[src/rtl/wide_add_pkg.sv]
`default_nettype none
// ============================================================================
// Module  : wide_add_pkg
// Purpose : Shared definitions for the wide_add_seq multi-cycle adder:
//           per-cycle chunk width, sequencer state type and a helper that
//           derives the number of chunks from the operand width.
// Ports   : none (package)
// Config  : none
// Revision: 1.0 - initial release
// ============================================================================
package wide_add_pkg;

  // Width of the shared adder; the sequencer processes this many bits/cycle.
  localparam int CHUNK_W = 32;

  typedef enum logic [1:0] {
    IDLE = 2'd0,
    RUN  = 2'd1,
    DONE = 2'd2
  } seq_state_t;

  // Number of RUN cycles needed for an operand of the given width.
  function automatic int chunk_count(input int width);
    return width / CHUNK_W;
  endfunction

endpackage
`default_nettype wire

[src/rtl/wide_add_seq_cla.sv]
`default_nettype none
// ============================================================================
// Module  : wide_add_seq_cla
// Purpose : 32-bit two-level carry-lookahead adder. Bits are grouped in
//           nibbles; group generate/propagate terms feed a second lookahead
//           level that produces every group carry-in directly from i_cin.
// Ports   : i_a    [31:0] in  addend A
//           i_b    [31:0] in  addend B
//           i_cin         in  carry into bit 0
//           o_sum  [32:0] out sum; bit 32 is the carry-out
// Config  : none
// Revision: 1.0 - initial release
// ============================================================================
module wide_add_seq_cla
  import wide_add_pkg::*;
(
  input  logic [CHUNK_W-1:0] i_a,
  input  logic [CHUNK_W-1:0] i_b,
  input  logic               i_cin,
  output logic [CHUNK_W:0]   o_sum
);

  localparam int c_NGRP = CHUNK_W / 4;

  // Carry into position n of an up-to-8-wide lookahead block, written in the
  // flat sum-of-products form so every carry is two gate levels from g/p:
  //   c[n] = cin&p[0..n-1] | g[0]&p[1..n-1] | ... | g[n-1]
  function automatic logic la_carry(input logic [7:0] g, input logic [7:0] p,
                                    input logic cin, input int n);
    logic c;
    logic t;
    c = cin;
    t = 1'b0;
    for (int k = 0; k < 8; k++) begin
      if (k < n) c = c & p[k];
    end
    for (int i = 0; i < 8; i++) begin
      if (i < n) begin
        t = g[i];
        for (int k = 0; k < 8; k++) begin
          if (k > i && k < n) t = t & p[k];
        end
        c = c | t;
      end
    end
    return c;
  endfunction

  logic [CHUNK_W-1:0] w_g;
  logic [CHUNK_W-1:0] w_p;
  logic [CHUNK_W-1:0] w_c;
  logic [c_NGRP-1:0]  w_gg;
  logic [c_NGRP-1:0]  w_gp;
  logic [c_NGRP:0]    w_cg;

  assign w_g = i_a & i_b;
  assign w_p = i_a ^ i_b;

  generate
    for (genvar j = 0; j < c_NGRP; j++) begin : g_grp
      // Group generate: carry out of the nibble with zero carry in.
      assign w_gg[j] = la_carry({4'b0, w_g[4*j +: 4]}, {4'b0, w_p[4*j +: 4]}, 1'b0, 4);
      assign w_gp[j] = &w_p[4*j +: 4];
      for (genvar i = 0; i < 4; i++) begin : g_bit
        assign w_c[4*j+i] = la_carry({4'b0, w_g[4*j +: 4]}, {4'b0, w_p[4*j +: 4]},
                                     w_cg[j], i);
      end
    end
    for (genvar j = 0; j <= c_NGRP; j++) begin : g_gcarry
      assign w_cg[j] = la_carry(w_gg, w_gp, i_cin, j);
    end
  endgenerate

  assign o_sum = {w_cg[c_NGRP], w_p ^ w_c};

endmodule
`default_nettype wire

[src/rtl/wide_add_seq.sv]
`default_nettype none
// ============================================================================
// Module  : wide_add_seq
// Purpose : Multi-cycle WIDTH-bit adder built on one shared 32-bit CLA. One
//           chunk is added per cycle, LSB first, with the carry chained
//           through a register. Valid/ready on both operand and result side.
// Ports   : clk                 in  rising-edge clock
//           rst                 in  synchronous active-high reset
//           in_valid / in_ready in/out operand handshake
//           a, b  [WIDTH-1:0]   in  operands, sampled at accept
//           c_in                in  carry into bit 0, sampled at accept
//           sub                 in  1 = a-b (only with WIDE_ADD_SEQ_ADD_SUB_EN)
//           out_valid/out_ready out/in result handshake
//           sum   [WIDTH:0]     out result, bit WIDTH = final carry-out
//           busy                out high while RUN or DONE
// Config  : `define WIDE_ADD_SEQ_ADD_SUB_EN to add the sub port and the
//           subtract path (b inverted, carry forced to 1).
// Revision: 1.0 - initial release
// ============================================================================
module wide_add_seq
  import wide_add_pkg::*;
#(
  parameter int WIDTH = 128,
  parameter int CHUNK = 32
) (
  input  logic             clk,
  input  logic             rst,
  input  logic             in_valid,
  output logic             in_ready,
  input  logic [WIDTH-1:0] a,
  input  logic [WIDTH-1:0] b,
  input  logic             c_in,
`ifdef WIDE_ADD_SEQ_ADD_SUB_EN
  input  logic             sub,
`endif
  output logic             out_valid,
  input  logic             out_ready,
  output logic [WIDTH:0]   sum,
  output logic             busy
);

  localparam int NCHUNK = chunk_count(WIDTH);
  localparam int IDX_W  = $clog2(NCHUNK);

  generate
    if (CHUNK != CHUNK_W) begin : g_bad_chunk
      $error("wide_add_seq: CHUNK must be 32");
    end
    if ((WIDTH < 64) || ((WIDTH % CHUNK_W) != 0)) begin : g_bad_width
      $error("wide_add_seq: WIDTH must be a multiple of 32 and >= 64");
    end
  endgenerate

  seq_state_t       r_state;
  seq_state_t       w_next;
  logic [WIDTH-1:0] r_a;
  logic [WIDTH-1:0] r_b;
  logic             r_carry;
  logic [IDX_W-1:0] r_idx;
  logic [WIDTH:0]   r_sum;

  logic             w_accept;
  logic             w_last;
  logic [WIDTH-1:0] w_b_eff;
  logic             w_cin_eff;
  logic [CHUNK_W:0] w_add;

  // Operand conditioning at accept time.
`ifdef WIDE_ADD_SEQ_ADD_SUB_EN
  // a - b = a + ~b + 1; c_in is ignored for a subtract.
  assign w_b_eff   = sub ? ~b : b;
  assign w_cin_eff = sub ? 1'b1 : c_in;
`else
  assign w_b_eff   = b;
  assign w_cin_eff = c_in;
`endif

  assign in_ready  = (r_state == IDLE) && !rst;
  assign w_accept  = in_valid && in_ready;
  assign w_last    = (r_idx == IDX_W'(NCHUNK - 1));
  assign out_valid = (r_state == DONE);
  assign busy      = (r_state != IDLE);
  assign sum       = r_sum;

  // Operand registers shift down one chunk per RUN cycle, so the low chunk
  // is always the one for the current index; no wide mux on the adder input.
  wide_add_seq_cla u_cla (
    .i_a  (r_a[CHUNK_W-1:0]),
    .i_b  (r_b[CHUNK_W-1:0]),
    .i_cin(r_carry),
    .o_sum(w_add)
  );

  always_ff @(posedge clk) begin
    if (rst) begin
      r_state <= IDLE;
    end else begin
      r_state <= w_next;
    end
  end

  always_comb begin
    w_next = r_state;
    case (r_state)
      IDLE:    if (w_accept) w_next = RUN;
      RUN:     if (w_last) w_next = DONE;
      DONE:    if (out_ready) w_next = IDLE;
      default: w_next = IDLE;
    endcase
  end

  always_ff @(posedge clk) begin
    if (rst) begin
      r_a     <= '0;
      r_b     <= '0;
      r_carry <= 1'b0;
      r_idx   <= '0;
      r_sum   <= '0;
    end else begin
      case (r_state)
        IDLE: begin
          if (w_accept) begin
            r_a     <= a;
            r_b     <= w_b_eff;
            r_carry <= w_cin_eff;
            r_idx   <= '0;
          end
        end
        RUN: begin
          r_a     <= r_a >> CHUNK_W;
          r_b     <= r_b >> CHUNK_W;
          r_carry <= w_add[CHUNK_W];
          r_idx   <= w_last ? '0 : r_idx + IDX_W'(1);
          // Result chunks are written in place; older chunks of the previous
          // result remain visible until overwritten.
          for (int k = 0; k < NCHUNK; k++) begin
            if (r_idx == IDX_W'(k)) r_sum[k*CHUNK_W +: CHUNK_W] <= w_add[CHUNK_W-1:0];
          end
          if (w_last) r_sum[WIDTH] <= w_add[CHUNK_W];
        end
        default: ;
      endcase
    end
  end

endmodule
`default_nettype wire

[config.mk]
export PLATFORM = sky130hd
export DESIGN_NAME = wide_add_seq
export DESIGN_NICKNAME = d
export VERILOG_FILES = /design/src/rtl/wide_add_pkg.sv /design/src/rtl/wide_add_seq_cla.sv /design/src/rtl/wide_add_seq.sv
export SDC_FILE = /design/constraint.sdc
export NUM_CORES = 1
export LEC_CHECK = 0
export ABC_CLOCK_PERIOD_IN_PS = 7700
export CORE_MARGIN = 4
export CORE_UTILIZATION = 30
export DETAILED_ROUTE_END_ITERATION = 16
export GPL_TIMING_DRIVEN = 1
export PLACE_DENSITY = 0.65
export REMOVE_ABC_BUFFERS = 1
export SLEW_MARGIN = 20
export SYNTH_ARGS = -nofsm -noshare
export SYNTH_HDL_FRONTEND = slang
export SYNTH_SLANG_ARGS = --single-unit
[constraint.sdc]
create_clock -name clk -period 7.7 [get_ports clk]
set_clock_uncertainty 0.05 [all_clocks]
set_input_delay 1.54 -clock clk [delete_from_list [all_inputs] [get_ports clk]]
set_output_delay 1.54 -clock clk [all_outputs]
set_load 0.03 [all_outputs]
---- Word-level counts from Yosys, hierarchy flattened ----
Index checks and enable logic that the tools add are counted.
cells by class
  $add $sub $neg .......................... 1
  equal/unequal tests ..................... 8
  mux-type cells .......................... 13
  bitwise gates (word level) .............. 219
  reduce and logical (&&, ||, !) cells .... 21
operators with widths
  operator               count
  $pmux W128 S2          2
  $mux W128              2
  $and A1 B1 Y1          108
  $or A1 B1 Y1           108
  $xor A32 B32 Y32       2
  $and A32 B32 Y32       1
  $reduce_and A4 Y1      8
  $mux W2                5
  $reduce_and A2 Y1      5
  $eq A2 B2 Y1 const B   3
  $pmux W2 S3            1
  $eq A2 B1 Y1 const B   2
  $logic_not A2 Y1       2
  $ne A2 B2 Y1 const B   2
  $pmux W2 S2            1
  $reduce_bool A2 Y1     2
  $reduce_and A3 Y1      1
  $add A2 B1 Y2 const B  1
  $logic_and A1 B1 Y1    2
  $ne A2 B1 Y1 const B   1
  $pmux W1 S2            1
  $logic_not A1 Y1       1
  $mux W1                1
storage, ports and cells
  register bits ........................... 390
  input port bits ......................... 261
  output and inout bits ................... 132
  word-level logic and storage cells ...... 271

---- Logic depth before layout (Yosys ltp) ----
Gate-level depths: netlist of run 1.
  word-level depth ........................ 27
  gate-level depth with buffers ........... 14
  mapped depth without buffers ............ 14

---- Modules after synthesis ----
A second synthesis of run 1 with hierarchy kept.
second synthesis, totals
  cells, all modules ...................... 1833
  area total of the unflattened synthesis .. 16328.2 sq um
modules (own cells, without submodules)
  module            times used  cells each  area each (sq um)
  wide_add_seq      1           1670        14943.1
  wide_add_seq_cla  1           163         1385.1

---- Least setup slack after synthesis of run 1 ----
No wires, ideal clock.
  kind .................................... input to output
  start ................................... input rst
  end ..................................... output in_ready
  arrival ................................. 2000 ps
  required time ........................... 6110 ps
  path slack .............................. 4110 ps
  stages on the path ...................... 2
  cells stage by stage .................... clkbuf_1 > nor3_4
on the way
  word-level cells in the longest chain between the ends .. 2
ends and longest elaborated chain
  what                 RTL line            RTL
  start: declaration   wide_add_seq.sv:27  input logic rst,
  $logic_not A1 Y1     wide_add_seq.sv:78  assign in_ready = (r_state == IDLE) && !rst;
  $logic_and A1 B1 Y1  wide_add_seq.sv:78
  end: declaration     wide_add_seq.sv:29  output logic in_ready,
No other way between the ends.

---- Worst setup path after layout of run 1 ----
Ends and elaborated chain as after synthesis.

==> impl_metrics.yaml, run 1 <==
clocking:
  clock_latency_ns: 0.55
  cts_tree: "yes"
  cts_buffer_depth: 3
  cts_setup_buffers: 0
  numClockSinks: 390
  htreeDepth: 2
  ctsResizeCount: 0
  ctsHoldBuffers: 0
  cts.reportedPaths.clkPinSlew_ns: 0.06
  cts-root-buf: "clkbuf_16"
  cts_made_buffers: 44
cells_and_area:
  antennaDiodeCount: 0
  final_common_cell: "nand2_1"
  fill_cells: 5405
  layout-drive-gt1-share: 0.0405
  layout_common_cells: "nand2_1, clkdlybuf4s50_1, dfxtp_1"
  seqCellArea_sq_um: 7810
  final_cells: 3090
  area_growth_pct: 34.9
  nNetsFinal: 2673
  multi_input_area_sq_um: 7840
synth:
  synth_seq_cells: 390
  syn_area_sq_um: 16400
  syn_avg_cell_area_sq_um: 7.88
  ys_types: 40
  ys_seq_area_frac: 0.476
  synth_warnings: 0
  synth_cells: 2082
critical_path:
  path_max_fanout: 90
  crit_required_ns: 6.11
  end_kind: "primary output"
  critPathMaxStageDelay_ns: 0.74
  start_kind: "primary input"
  worstPathCellList: "buf_8 > nor3_4 > clkdlybuf4s50_1"
  worstPathArrival_ns: 2.87
  slowest_stage: "clkdlybuf4s50_1"
  worstSetupPathType: "primary input to primary output"
sta:
  setup_violations: 0
  fmax_mhz: 224
  period_minus_slack_ns: 4.46
  rsz0062_at_grt: "false"
  hold_slack_ns: 0.403
  maxSlewViolCount: 0
  relSlewSlack: 0.286
  hold_viol: 0
  tightest_slew_ns: 1.06
  layout_worst_path_cycle_share: 0.580
power:
  p_leak_nw: 7.90
  comb_power_share: 0.144
  internal-power_w: 0.00380
  p_seq_frac: 0.430
  swShare: 0.261
  cellPowerDensity_nw_per_um2: 232
  power.share.clock: 0.426
  power.switching_w: 0.00134
  ir_drop_mv: 0.131
grt:
  grt_usage: 0.176
  antenna_found_initial: 0
  grt_max_degree: 134
  grt_pass1_wl_um: 84400
  grt-ovfl-total: 0
  grt_pass1_vias: 15000
floorplan:
  die_w_um: 242
  initial_core_util: 0.304
  io_pins: 393
  die_h_um: 242
  die_area_sq_um: 58500
  rows: 85
  core_area_sq_um: 54000
drt:
  vias: 15600
  drc: 0
  dr.first_iter.drc_count: 981
  drt-total-wl_um: 54500
  via_per_inst: 5.04
  wl_per_cell_um: 17.6
  firstDrtPassIters: 5
  ant_nets: 0
placed_design:
  numPortBuffers: 392
  routabilityCongestion: 0.795
  place_inst: 3010
  hpwl_um: 36300
status:
  status: "complete, no violations"
hold_path:
  hold_path_class: "flop to flop"
run:
  cap_violations: 0
-- logic make-up after synthesis --
| kind of cell | Yosys count | synth area share |
|---|---|---|
| and+or+nand+nor | 999 | 0.233 |
| AOI/OAI and AO/OA | 441 | 0.189 |
| DFF | 390 | 0.476 |
| buffers and inverters | 183 | 0.0499 |
| adders and majority gates | 52 | 0.0433 |
| xor gates and xnor gates | 16 | 0.00854 |
| muxes | 1 | 0.000610 |
-- path summary, 6_finish.rpt --
kind | from | end | slack (ns) | cells past startpoint
min | sum[126] | sum[126] | 0.40 | 2
min reg2reg | sum[126] | sum[126] | 0.40 | 2
max reg2reg | r_a[13] | sum[94] | 3.71 | 12
max | rst | in_ready | 3.24 | 3
-- stage by stage --
step	instance area, sq um	TNS [ns]	power [W]	utilization	setup slack [ns]
after floorplan	15600	-446.49	0.00270	-	-3.78
after global placement	20600	0	0.00298	0.381	3.25
after detailed placement	20600	0	0.00300	0.381	3.25
after CTS	22100	0	0.00520	0.410	3.25
after global routing	22100	0	0.00537	0.410	3.17
final	22100	0	0.00514	0.410	3.24
-- cell type report --
type	instances	area share
well taps	696	0.0393
multi-input cells	1509	0.354
clock buffers	67	0.0596
inverters	11	0.00187
repair buffers	404	0.183
flip-flops and latches	390	0.353
clock inverters	13	0.00921
-- layer usage --
layer | track usage | vias to the layer above | wire length [um]
met2 | 0.287 | 449 | 25100
met1 | 0.231 | 7401 | 24000
li1 | - | 7649 | -
met4 | 0.0548 | 0 | 1460
met5 | 0 | - | 0
met3 | 0.0453 | 87 | 3950
-- worst max-delay path: cells and delay by family --
| kind | cells | cell delay, ns |
|---|---|---|
| buffers and inverters | 2 | 0.98 |
| AND/OR/NAND/NOR | 1 | 0.31 |
-- sequential cells by signal, summed over array words and instances (netlist names) --
signal,cells
sum,129
r_a,128
r_b,128
r_idx,2
r_state,2
r_carry,1
-- synthesized netlist by cell type, drive strengths merged --
master     n  area share
o21a      16      0.0073
and2       4      0.0015
fa         8      0.0098
a31o       1     0.00053
a21o       2     0.00091
or2        1     0.00038
nand3      5      0.0015
a31oi      2     0.00076
nor2     246       0.056
o22ai      1     0.00038
o21bai     3      0.0014
clkbuf   100       0.023
a311o      1     0.00061
o211ai     2     0.00091
nor3      12      0.0043
nor2b      2     0.00076
xnor2     16      0.0085
nand2    718        0.16
mux2i      1     0.00061
a211o      1     0.00053
o21ai      6      0.0018
nand2b     3      0.0011
o31ai      1     0.00046
a311oi   192        0.10
a22o       1     0.00053
dfxtp    390        0.48
nand3b     1     0.00046
ha        44       0.034
nand4      5      0.0019
buf       72       0.025
inv       11      0.0025
nor4       1     0.00038
or3        1     0.00038
o2111ai    1     0.00053
a211oi    33       0.015
a21oi    178       0.054
-- power by group through the flow --
| stage | logic, W | registers [W] | clock network (W) |
|---|---|---|---|
| 6_report | 0.000739 | 0.00221 | 0.00219 |
| 5_1_grt | 0.000814 | 0.00222 | 0.00233 |
| 4_1_cts | 0.000745 | 0.00221 | 0.00225 |
| 3_5_place_dp | 0.000742 | 0.00225 | 0 |
| 3_3_place_gp | 0.000731 | 0.00225 | 0 |
| 2_1_floorplan | 0.000418 | 0.00228 | 0 |
No activity file was read; power rests on OpenSTA's default activity.
==> run 2: changes to the inputs <==
--- a/config.mk
+++ b/config.mk
@@ -5,7 +5,7 @@
 export SDC_FILE = /design/constraint.sdc
 export NUM_CORES = 1
 export LEC_CHECK = 0
-export ABC_CLOCK_PERIOD_IN_PS = 7700
+export ABC_CLOCK_PERIOD_IN_PS = 4200
 export CORE_MARGIN = 4
 export CORE_UTILIZATION = 30
 export DETAILED_ROUTE_END_ITERATION = 16
==> constraint.sdc (replaced) <==
create_clock -name clk -period 4.2 [get_ports clk]
set_clock_uncertainty 0.05 [all_clocks]
set_input_delay 0.84 -clock clk [delete_from_list [all_inputs] [get_ports clk]]
set_output_delay 0.84 -clock clk [all_outputs]
set_load 0.03 [all_outputs]
==> run 2 against run 1 <==
  * Routed wire length increased by 2.0%
  * Setup slack got worse by 2.8 ns
  * First-iteration DRC count increased by 0.61%
  * Power increased by 81%
  * Core utilization increased by 0.20 points
  * Register-to-register slack got worse by 3.3 ns
  * Clock-buffer cell count decreased by 1
==> impl_metrics.yaml, run 2 (same netlist as run 1, synthesis figures left out) <==
status:
  status: "complete, no violations"
clocking:
  numClockSinks: 390
  htreeDepth: 2
  ctsResizeCount: 0
  cts-root-buf: "clkbuf_16"
  cts_made_buffers: 44
  clock_latency_ns: 0.56
  cts.reportedPaths.clkPinSlew_ns: 0.06
  cts_tree: "yes"
  cts_buffer_depth: 3
  ctsHoldBuffers: 0
  cts_setup_buffers: 0
hold_path:
  hp-start: "sum[100]"
  hold_path_class: "flop to flop"
  holdPathEnd: "sum[100]"
  whs_path_depth: 2
cells_and_area:
  fill_cells: 5363
  area_growth_pct: 35.5
  final_common_cell: "nand2_1"
  multi_input_area_sq_um: 7840
  antennaDiodeCount: 0
  largest_reg_flops: 129
  nNetsFinal: 2685
  layout_common_cells: "nand2_1, clkdlybuf4s50_1, dfxtp_1"
  layout-drive-gt1-share: 0.0470
  seqCellArea_sq_um: 7810
sta:
  rsz0062_at_grt: "false"
  layout_worst_path_cycle_share: 0.902
  maxSlewViolCount: 0
  relSlewSlack: 0.236
  tightest_slew_ns: 1.15
  period_minus_slack_ns: 3.79
  setup_violations: 0
  fin_tns_setup_ns: 0
  fmax_mhz: 264
  hold_viol: 0
drt:
  ant_nets: 0
  wl_per_cell_um: 17.9
  via_per_inst: 5.06
  vias: 15700
  drt-total-wl_um: 55600
  drc: 0
  firstDrtPassIters: 8
  dr.first_iter.drc_count: 987
critical_path:
  rr_startpoint: "r_a[3]"
  end_kind: "flop"
  crit_required_ns: 4.61
  start_kind: "flop"
  worstPathArrival_ns: 4.20
  worstPathCellList: "ha_1 > a21oi_1 > o211ai_1 > o21bai_1 > a311o_1 > a21oi_1 > buf_4 > o31ai_1 > ha_1 > o21a_1 > o21a_1 > nor2_1 > xnor2_1 > nand2_1 > a21oi_1"
  reg2regPathDepth: 15
  crit_family: "compound AO/OA/AOI/OAI gates"
  worstSetupPathType: "flop to flop"
  slowest_stage: "a311o_1"
  worst-path-stages: 15
  cp_common_cell: "a21oi_1"
  r2r_slack_ns: 0.41
  path_max_fanout: 4
  timing.rr.end: "sum[95]"
  cp_num_buf_inv: 1
  critPathLaunch: "r_a[3]"
  critPathMaxStageDelay_ns: 0.48
grt:
  grt_pass1_vias: 15100
  antenna_found_initial: 0
  grt_usage: 0.180
  grt_pass1_wl_um: 86000
  grt_max_degree: 194
  grt-ovfl-total: 0
power:
  p_leak_nw: 7.97
  cellPowerDensity_nw_per_um2: 418
  total_power_w: 0.00930
  ir_drop_mv: 0.224
floorplan:
  io_pins: 393
  die_w_um: 242
  core_area_sq_um: 54000
  die_h_um: 242
  initial_core_util: 0.304
  die_area_sq_um: 58500
  rows: 85
placed_design:
  routabilityCongestion: 0.827
  hpwl_um: 37300
  numPortBuffers: 392
run:
  cap_violations: 0
==> run 2: cell count changes in the layout (fill, tap and decap cells not counted), sizes merged <==
cell | previous run | this run
buf | 13 | 25
bufinv | 5 | 1
clkinv | 7 | 9
clkinvlp | 1 | 2
clkbuf | 67 | 66
==> run 2: how the worst max path moves through the flow <==
stage | endpoint | slack (ns)
3_3_place_gp | sum[27] | 0.38
6_report | sum[95] | 0.41
3_5_place_dp | sum[95] | 0.35
5_1_grt | sum[95] | 0.10
4_1_cts | sum[95] | 0.25
2_1_floorplan | sum[101] | -7.28
==> run 2: power breakdown <==
| group | switching, W | leakage [nW] | internal [W] |
|---|---|---|---|
| Clock | 0.00157 | 0.725 | 0.00230 |
| Combinational | 0.000788 | 4.06 | 0.000590 |
| Sequential | 0.000133 | 3.19 | 0.00392 |
==> run 2: cell type report <==
class	instances	area share
clock buffer	66	0.0614
clock inverter	12	0.00405
inverter	11	0.00186
multi-input combinational	1509	0.352
sequential	390	0.351
tap	696	0.0392
timing repair buffer	416	0.190
==> run 2: worst min-delay path, stage by stage (launching register included) <==
cell and delay (ns):
dfxtp_1 0.31, nand2_1 0.05, a21oi_1 0.05
==> run 2: through the flow <==
step                      cells  hold WS, ns  area (sq um)  setup WS, ns  utilization
after global routing       3100        0.420         22200         0.101        0.412
final                      3100        0.403         22200         0.412        0.412
after detailed placement   3021        0.396         20800         0.354        0.384
after CTS                  3099        0.404         22200         0.251        0.411
after global placement     3021        0.392         20800         0.378        0.384
after floorplan            1910        0.387         15600         -7.28            -
==> run 2: layer usage <==
layer	global-route usage	share of wire	routed length, um
met2	0.298	0.46	25800
met5	0	0	0
met4	0.0511	0.026	1430
met1	0.235	0.44	24500
met3	0.0450	0.068	3790
